$ cat config.mk
export PLATFORM = sky130hd
export DESIGN_NAME = life_grid_engine
export DESIGN_NICKNAME = d
export VERILOG_FILES = /design/src/rtl/life_pkg.sv /design/src/rtl/life_next_gen.sv /design/src/rtl/life_grid_engine.sv
export SDC_FILE = /design/constraint.sdc
export NUM_CORES = 1
export LEC_CHECK = 0
export ABC_AREA = 1
export ABC_CLOCK_PERIOD_IN_PS = 5280
export CORE_AREA = 2 2 196 198
export CTS_CLUSTER_SIZE = 16
export DETAILED_ROUTE_END_ITERATION = 12
export DIE_AREA = 0 0 198 200
export PLACE_DENSITY = 0.72
export SETUP_SLACK_MARGIN = 0.1
export SKIP_LAST_GASP = 1
export SLEW_MARGIN = 10
export SYNTH_ARGS = -nofsm -noshare
export SYNTH_HDL_FRONTEND = slang
export SYNTH_SLANG_ARGS = --single-unit
$ cat constraint.sdc
create_clock -name clk -period 5.28 [get_ports clk]
set_input_delay 1.584 -clock clk [delete_from_list [all_inputs] [get_ports clk]]
set_output_delay 1.584 -clock clk [all_outputs]
set_load 0.01 [all_outputs]
$ cat src/rtl/life_pkg.sv
// rtl/life_pkg.sv - shared types, sizes and cell indexing for the 8x8 life engine
//
// Contents:
//   life_state_t : engine control states
//   GRID_N       : cells per row/column
//   GRID_W       : total cells (flattened grid width)
//   cell_idx     : flattened bit index of (row, col), bit r*8+c

package life_pkg;

    typedef enum logic [1:0] {
        IDLE    = 2'd0,
        PAUSED  = 2'd1,
        RUNNING = 2'd2,
        HALTED  = 2'd3
    } life_state_t;

    localparam int GRID_N = 8;
    localparam int GRID_W = 64;

    function automatic int cell_idx(input int r, input int c);
        return r * GRID_N + c;
    endfunction

endpackage

$ cat src/rtl/life_next_gen.sv
// rtl/life_next_gen.sv - combinational next-generation rule for a toroidal 8x8 grid
//
// Ports:
//   grid : current generation, bit r*8+c = row r, col c
//   next : generation that follows grid

module life_next_gen
    import life_pkg::*;
(
    input  logic [GRID_W-1:0] grid,
    output logic [GRID_W-1:0] next
);

    for (genvar r = 0; r < GRID_N; r++) begin : g_row
        for (genvar c = 0; c < GRID_N; c++) begin : g_col
            // Neighbour coordinates wrap so the grid behaves as a torus.
            localparam int RU = (r + GRID_N - 1) % GRID_N;
            localparam int RD = (r + 1) % GRID_N;
            localparam int CL = (c + GRID_N - 1) % GRID_N;
            localparam int CR = (c + 1) % GRID_N;

            logic [3:0] sum;

            assign sum = {3'b000, grid[cell_idx(RU, CL)]} + {3'b000, grid[cell_idx(RU, c)]}
                       + {3'b000, grid[cell_idx(RU, CR)]} + {3'b000, grid[cell_idx(r,  CL)]}
                       + {3'b000, grid[cell_idx(r,  CR)]} + {3'b000, grid[cell_idx(RD, CL)]}
                       + {3'b000, grid[cell_idx(RD, c)]}  + {3'b000, grid[cell_idx(RD, CR)]};

            // Born with exactly 3, survives with 2 or 3.
            assign next[cell_idx(r, c)] = (sum == 4'd3) | (grid[cell_idx(r, c)] & (sum == 4'd2));
        end
    end

endmodule

$ cat src/rtl/life_grid_engine.sv
// rtl/life_grid_engine.sv - 8x8 Game-of-Life engine: seed load, run/step control, halt detection
//
// Ports:
//   clk       : system clock, rising edge
//   reset     : asynchronous, active-low
//   load      : 1-cycle pulse, capture seed and enter PAUSED (highest priority)
//   seed      : initial pattern
//   run       : level, 1 = free-run one generation every TICK_DIV cycles
//   step      : 1-cycle pulse, advance one generation while paused
//   grid      : current generation
//   gen_count : generations since last load, saturating
//   gen_valid : 1-cycle pulse in the cycle after grid changes
//   stable    : sticky, an update found next == grid
//   extinct   : sticky, the grid became all-zero
//   busy      : high while RUNNING

module life_grid_engine
    import life_pkg::*;
#(
    parameter int TICK_DIV = 50_000_000,
    parameter int GEN_W    = 16
) (
    input  logic              clk,
    input  logic              reset,
    input  logic              load,
    input  logic [63:0]       seed,
    input  logic              run,
    input  logic              step,
    output logic [63:0]       grid,
    output logic [GEN_W-1:0]  gen_count,
    output logic              gen_valid,
    output logic              stable,
    output logic              extinct,
    output logic              busy
);

    localparam int TICK_W = (TICK_DIV > 2) ? $clog2(TICK_DIV) : 1;
    localparam logic [TICK_W-1:0] TICK_LAST = TICK_W'(TICK_DIV - 1);

    life_state_t       state, state_d;
    logic [TICK_W-1:0] tick, tick_d;
    logic [63:0]       grid_d, next;
    logic [GEN_W-1:0]  gen_d;
    logic              valid_d, stable_d, extinct_d, do_update;

    life_next_gen u_next_gen (
        .grid (grid),
        .next (next)
    );

    always_comb begin
        state_d   = state;
        tick_d    = tick;
        grid_d    = grid;
        gen_d     = gen_count;
        valid_d   = 1'b0;
        stable_d  = stable;
        extinct_d = extinct;
        do_update = 1'b0;

        if (load) begin
            state_d   = PAUSED;
            tick_d    = '0;
            grid_d    = seed;
            gen_d     = '0;
            stable_d  = 1'b0;
            extinct_d = 1'b0;
        end else begin
            unique case (state)
                PAUSED: begin
                    if (run) state_d = RUNNING;
                    do_update = step;
                end
                RUNNING: begin
                    // Leaving RUNNING keeps tick so the period resumes where it stopped.
                    if (!run) begin
                        state_d = PAUSED;
                    end else if (tick == TICK_LAST) begin
                        tick_d    = '0;
                        do_update = 1'b1;
                    end else begin
                        tick_d = tick + 1'b1;
                    end
                end
                default: ;  // IDLE and HALTED only leave on load
            endcase
        end

        if (do_update) begin
            if (next == grid) begin
                stable_d = 1'b1;
                state_d  = HALTED;
            end else begin
                grid_d  = next;
                valid_d = 1'b1;
                if (gen_count != {GEN_W{1'b1}}) gen_d = gen_count + 1'b1;
                if (next == 64'd0) begin
                    extinct_d = 1'b1;
                    state_d   = HALTED;
                end
            end
        end
    end

    always_ff @(posedge clk or negedge reset) begin
        if (!reset) begin
            state     <= IDLE;
            tick      <= '0;
            grid      <= '0;
            gen_count <= '0;
            gen_valid <= 1'b0;
            stable    <= 1'b0;
            extinct   <= 1'b0;
        end else begin
            state     <= state_d;
            tick      <= tick_d;
            grid      <= grid_d;
            gen_count <= gen_d;
            gen_valid <= valid_d;
            stable    <= stable_d;
            extinct   <= extinct_d;
        end
    end

    assign busy = (state == RUNNING);

endmodule

======== Word level (Yosys, flattened, before mapping) ========
Index checks and enable logic that the tools add are counted.
Widths: inputs -> output; s select.
storage, ports and cells
  word-level logic and storage cells ...... 753
  register bits after elaboration ......... 111
  output and inout bits ................... 84
operators by class
  reductions and logical operators ........ 4
  mux-type cells .......................... 31
  bitwise gates (word level) .............. 128
  eq/ne operators ......................... 133
  add/subtract/negate cells ............... 450
operators by type and width
  kind                   count
  $add 4x1->4            384
  $eq 4x2->1 const B     128
  $mux 64                3
  $add 1x1->2            64
  $mux 26                4
  $and 1x1->1            64
  $eq 64x64->1           1
  $logic_not 64->1       1
  $mux 16                4
  $or 1x1->1             64
  $add 26x1->26 const B  1
  $eq 26x26->1 const B   1
  $add 16x1->16 const B  1
  $ne 16x16->1 const B   1
  $mux 1                 12
  $mux 2                 6
  $pmux 2 s2             1
  $reduce_bool 2->1      2
  $eq 2x1->1 const B     1
  $eq 2x2->1 const B     1
  $pmux 1 s2             1
  $reduce_and 2->1       1

======== Longest topological paths before layout ========
  word-level depth ........................ 14
  mapped depth ............................ 26

======== Cells and area by module ========
Synthesis repeated with hierarchy kept, for this count alone.
unflattened totals
  cell total of the unflattened synthesis .. 2538
  area total of the unflattened synthesis .. 18686.7 sq um
modules (own cells, without submodules)
  module            area an instance (sq um)  cells each  times used  seq. area each (sq um)
  life_next_gen     11099.4                   1340        1           0.0
  life_grid_engine  7587.3                    1198        1           2777.7

======== Worst setup path after synthesis ========
OpenSTA, ideal clock, no wires.
  path type ............................... reg2reg
  start ................................... reg grid[48]
  end ..................................... reg grid[49]
  clock period less this slack ............ 4362 ps
  arrival ................................. 4240 ps
  required time ........................... 5158 ps
  cell stages (with the launch flop) ...... 24
  setup slack ............................. 918 ps
  path buffers ............................ 2
  cell sequence ........................... dfrtp_1 -> ha_1 -> inv_1 -> fa_1 -> fa_1 -> inv_1 -> fa_1 -> inv_1 -> fa_1 -> o21bai_1 -> nor2_1 -> nand2_1 -> nand2_1 -> nand2_1 -> nor2_1 -> nand2_1 -> nor2_1 -> nand2_1 -> nor2_4 -> nand2_4 -> nand2_4 -> buf_12 -> buf_6 -> o21ai_1
between the ends
  word-level cells in the longest chain between the ends .. 13
  elaborated cells on any way between the ends .. 72
  those cells by class .................... add/sub: 35; eq/ne: 17; mux: 2; bitwise: 18
RTL lines
  item                      line                     source
  from (decl)               life_grid_engine.sv:29   output logic [63:0] grid,
  from (signal assigned)    life_grid_engine.sv:117  grid <= grid_d;
  $add 1x1->2               life_next_gen.sv:24      assign sum = {3'b000, grid[cell_idx(RU, CL)]} + {3'b000, grid[cell_idx(RU, c)]}
  $add 4x1->4 (2 in a row)  life_next_gen.sv:25      + {3'b000, grid[cell_idx(RU, CR)]} + {3'b000, grid[cell_idx(r, CL)]}
  $add 4x1->4 (2 in a row)  life_next_gen.sv:26      + {3'b000, grid[cell_idx(r, CR)]} + {3'b000, grid[cell_idx(RD, CL)]}
  $add 4x1->4 (2 in a row)  life_next_gen.sv:27      + {3'b000, grid[cell_idx(RD, c)]} + {3'b000, grid[cell_idx(RD, CR)]};
  $eq 4x2->1                life_next_gen.sv:30      assign next[cell_idx(r, c)] = (sum == 4'd3) | (grid[cell_idx(r, c)] & (sum == 4'd2));
  $and 1x1->1               life_next_gen.sv:30
  $or 1x1->1                life_next_gen.sv:30
  $eq 64x64->1              life_grid_engine.sv:90   if (next == grid) begin
  $mux 64 (*)               life_grid_engine.sv:90
  $mux 64 (*)               life_grid_engine.sv:89   if (do_update) begin
  net grid_d[49]            life_grid_engine.sv:42   logic [63:0] grid_d, next;
Mark *: on every way through the listed nets, which the timed path passes. The rest lies on a longest branch.
A chain may end at the register's enable or synchronous reset.

======== Worst setup path after layout ========
  start ................................... reg grid[39]
  end ..................................... reg gen_count[11]
between the ends
  word-level cells in the longest chain between the ends .. 13
  elaborated cells on any way between the ends .. 72
  those cells by class .................... add/sub: 35; eq/ne: 17; mux: 2; bitwise: 18
RTL lines
  item                      line                     source
  $add 1x1->2               life_next_gen.sv:24
  $add 4x1->4 (2 in a row)  life_next_gen.sv:25
  $add 4x1->4 (2 in a row)  life_next_gen.sv:26
  $add 4x1->4 (2 in a row)  life_next_gen.sv:27
  $eq 4x2->1                life_next_gen.sv:30
  $and 1x1->1               life_next_gen.sv:30
  $or 1x1->1                life_next_gen.sv:30
  $eq 64x64->1 (*)          life_grid_engine.sv:90
  $mux 16 (*)               life_grid_engine.sv:90
  $mux 16 (*)               life_grid_engine.sv:89
  net gen_d[11]             life_grid_engine.sv:43   logic [GEN_W-1:0] gen_d;
  to (signal assigned)      life_grid_engine.sv:118  gen_count <= gen_d;
  to (decl)                 life_grid_engine.sv:30   output logic [GEN_W-1:0] gen_count,
Marked as above.

==> results by group <==
Run status
  • Status: finished, final reports clean

Timing
  • FMAX: 206 MHz
  • Final hold vios: 0
  • Rel. slew slack: approximately a third
  • Minimum clock period: 4.84 ns
  • Final setup viols: 0
  • Unrepaired setup endpoints after global routing: no
  • Slew @ Worst Pin: between 1 and 1.5 ns
  • Final Max Slew Viols: 0
  • Final period utilization: roughly nine tenths
  • Setup_tns: 0 ns
  • Skew final: between 0.01 and 0.015 ns

Die
  • Die Ht: 200 um
  • Die Width: 198 um
  • Ports: 153
  • Initial Util: 50.5%
  • Rows: 71
  • Placeable Area: 37400 um2
  • DIE AREA: 39600 um2

Clock network
  • CTS tree: built
  • Clk_lat worst skew: 0.39 ns
  • Clock Path Buffers: 2
  • Cts bufs inserted: 9
  • Clk slew on worst S/H paths: around 0.08 ns
  • Clock root buffer: clkbuf_16
  • Clock H-tree levels: 3
  • Sink Count: around 110

Cells and area
  • Area growth from synthesis to layout: 14.0%
  • Share of layout cells above drive strength 1: between 4 and 5%
  • Nets@finish: 3250
  • Diode count: 0

Worst setup path
  • Most used cell, CP: nand2_1
  • Crit. End Element: flop
  • FF-to-FF End: gen_count[11]
  • CP Launch Type: flop
  • Critical-path top delay cell: dfrtp_1
  • CP peak stage delay: 0.59 ns
  • Reg2reg setup slack: 0.44 ns
  • Critical path depth: 23
  • Worst Path Buf+Inv: 5
  • Worst r2r path cells: 23
  • CP Cell Sequence: clkinvlp_4, buf_4, fa_1, fa_1, inv_1, fa_1, inv_1, fa_1, o21bai_1, nor2_1, nand2_1, nand2_1, nand2_1, nor2_1, nand2_1, nor2_1, nand2_1, nor2_4, nand2_4, nand3_1, buf_4, nand2_1, nand2_1
  • Req. time, crit path: between 5 and 6 ns
  • Reg2reg start: grid[39]
  • Worst EP arrival: ~5.2 ns
  • Crit path from: grid[39]
  • Setup crit end: gen_count[11]
  • Crit-path leading delay family: adder cells
  • Critical path type: flop to flop
  • CP max FO: 6

Drt
  • DRC: 0
  • Vias per cell: around 5.2
  • Final ANT Viol Nets: 0
  • Wire per inst: 16.7 um
  • 1st-pass router iterations: 5
  • Drt first-iter violations: 1186
  • Vias: 16900
  • WL final: between 50000 and 60000 um

GRT
  • First-pass GRT wire length: 87700 um
  • Largest net degree at the start of global routing: 93
  • Gr ovfl total: 0
  • Initial antenna violation count: 0
  • Total GRT Usage: 28.7%
  • Vias in the first global route: 17500

Synth
  • Most used DFF post-synth: dfrtp_1
  • Most common cell in the synthesized netlist: nand2_1
  • Cells after synthesis: 2543
  • Post-synthesis sequential area ratio: 14.7%
  • Post-synth top area cell: fa_1
  • Synth top area share: 27.1%
  • EDFF count, synth: 0
  • Mapped cell area: 18900 um2
  • Syn Area/Cell: roughly 7.4 um2
  • Most common library cells after synthesis: 673 x nand2_1, 575 x inv_1, 265 x nor2_1
  • Async S/R FF share, synth: 100%
  • Yosys warnings: 0
  • Synth unique cells: 47
  • Syn nets: 3064
  • Ranking of synthesized cells by area: fa_1 27%, dfrtp_1 15%, nand2_1 13%, ha_1 13%, inv_1 11%
  • Synthesized flop and latch total: about 110

Placed design
  • RD Place Congestion: 0.940
  • PortBufs: 152
  • Final HPWL DP: approximately 44000 um

Min path
  • Class of the worst hold path: flop to flop

Flow run
  • Max-cap violations: 0
==> registers in the layout, indices dropped and copies added, names as in the netlist <==
name	flops
extinct	1
gen_count	16
gen_valid	1
grid	64
stable	1
state	2
tick	26
==> per-stage QoR <==
step	hold slack, ns	cells	util (%)	area [um2]	setup WS, ns
after floorplan	0.486	2543	-	18900	0.918
after global placement	0.497	3222	56.6	21200	0.417
after detailed placement	0.493	3222	56.6	21200	0.343
after CTS	0.514	3238	57.4	21500	0.316
after global routing	0.571	3245	57.6	21500	0.101
final	0.517	3245	57.6	21500	0.436
==> worst min path at each step <==
stage / from / to / slack (ns) / cells after the start
2_1_floorplan: tick[0] / tick[0] / 0.49 / 1
3_3_place_gp: stable / stable / 0.50 / 2
3_5_place_dp: stable / stable / 0.49 / 2
4_1_cts: stable / stable / 0.51 / 2
5_1_grt: extinct / extinct / 0.57 / 2
6_report: stable / stable / 0.52 / 2
==> layer usage <==
layer | GRT usage [%] | routed length, um | part of all wire [%]
met5 | 0 | 0 | 0
met4 | 12.6 | 2180 | 4.0
met3 | 3.85 | 3360 | 6.2
met2 | 48.0 | 25200 | 47
met1 | 37.5 | 23400 | 43
==> cell families after synthesis <==
family / Yosys count / synth area share [%]
and+or+nand+nor: 1139 / 24.8
buffers and inverters: 611 / 12.9
adders and majority gates: 452 / 40.1
AOI/OAI and AO/OA: 215 / 6.78
DFF: 111 / 14.7
xor gates and xnor gates: 15 / 0.695
==> final cells by class <==
class | instances | area [um2]
clock buffers | 10 | 229
clock inverters | 6 | 52.6
fillers | 3498 | 15900
inverters | 576 | 2180
multi-input cells | 1821 | 13700
flip-flops and latches | 111 | 2790
well taps | 511 | 639
repair buffers | 210 | 1980
==> cells in the final DEF (no fill, tap or decap), types with 3 or more instances in the layout <==
cell	netlist	layout
nand4_1	32	32
nand2_1	673	673
fa_1	256	256
o21ai_2	18	18
o21ai_1	24	24
o21ai_0	105	105
o21a_1	3	3
nor2_2	5	5
ha_1	196	196
o22ai_1	3	3
nor2_1	265	265
dfrtp_1	111	99
clkbuf_16	0	9
nor3_1	16	16
xor2_1	14	14
dfrtp_2	0	12
clkdlybuf4s50_1	0	150
buf_4	1	58
o21bai_1	35	35
inv_1	575	571
nand2_2	4	4
nand3b_1	13	13
clkinvlp_4	0	5
nand3_1	111	111
a21oi_1	17	17
nor3_2	7	7
==> what timing repair did <==
action,in CTS,in global routing
hold buffers,0,0
setup endpoints to repair,0,72
endpoints found under the hold margin,0,0
resized for setup,0,16
setup buffers,0,7
==> worst register-to-register path: cells and delay by family (launching register included) <==
family | cells | cell delay (ns)
adders and majority gates | 4 | 1.84
and+or+nand+nor | 13 | 1.45
buffers and inverters | 5 | 0.74
DFF | 1 | 0.59
AOI/OAI and AO/OA | 1 | 0.17
Power is not shown: default switching activity piles up to over one toggle a cycle in this logic, so the estimate is an artifact.
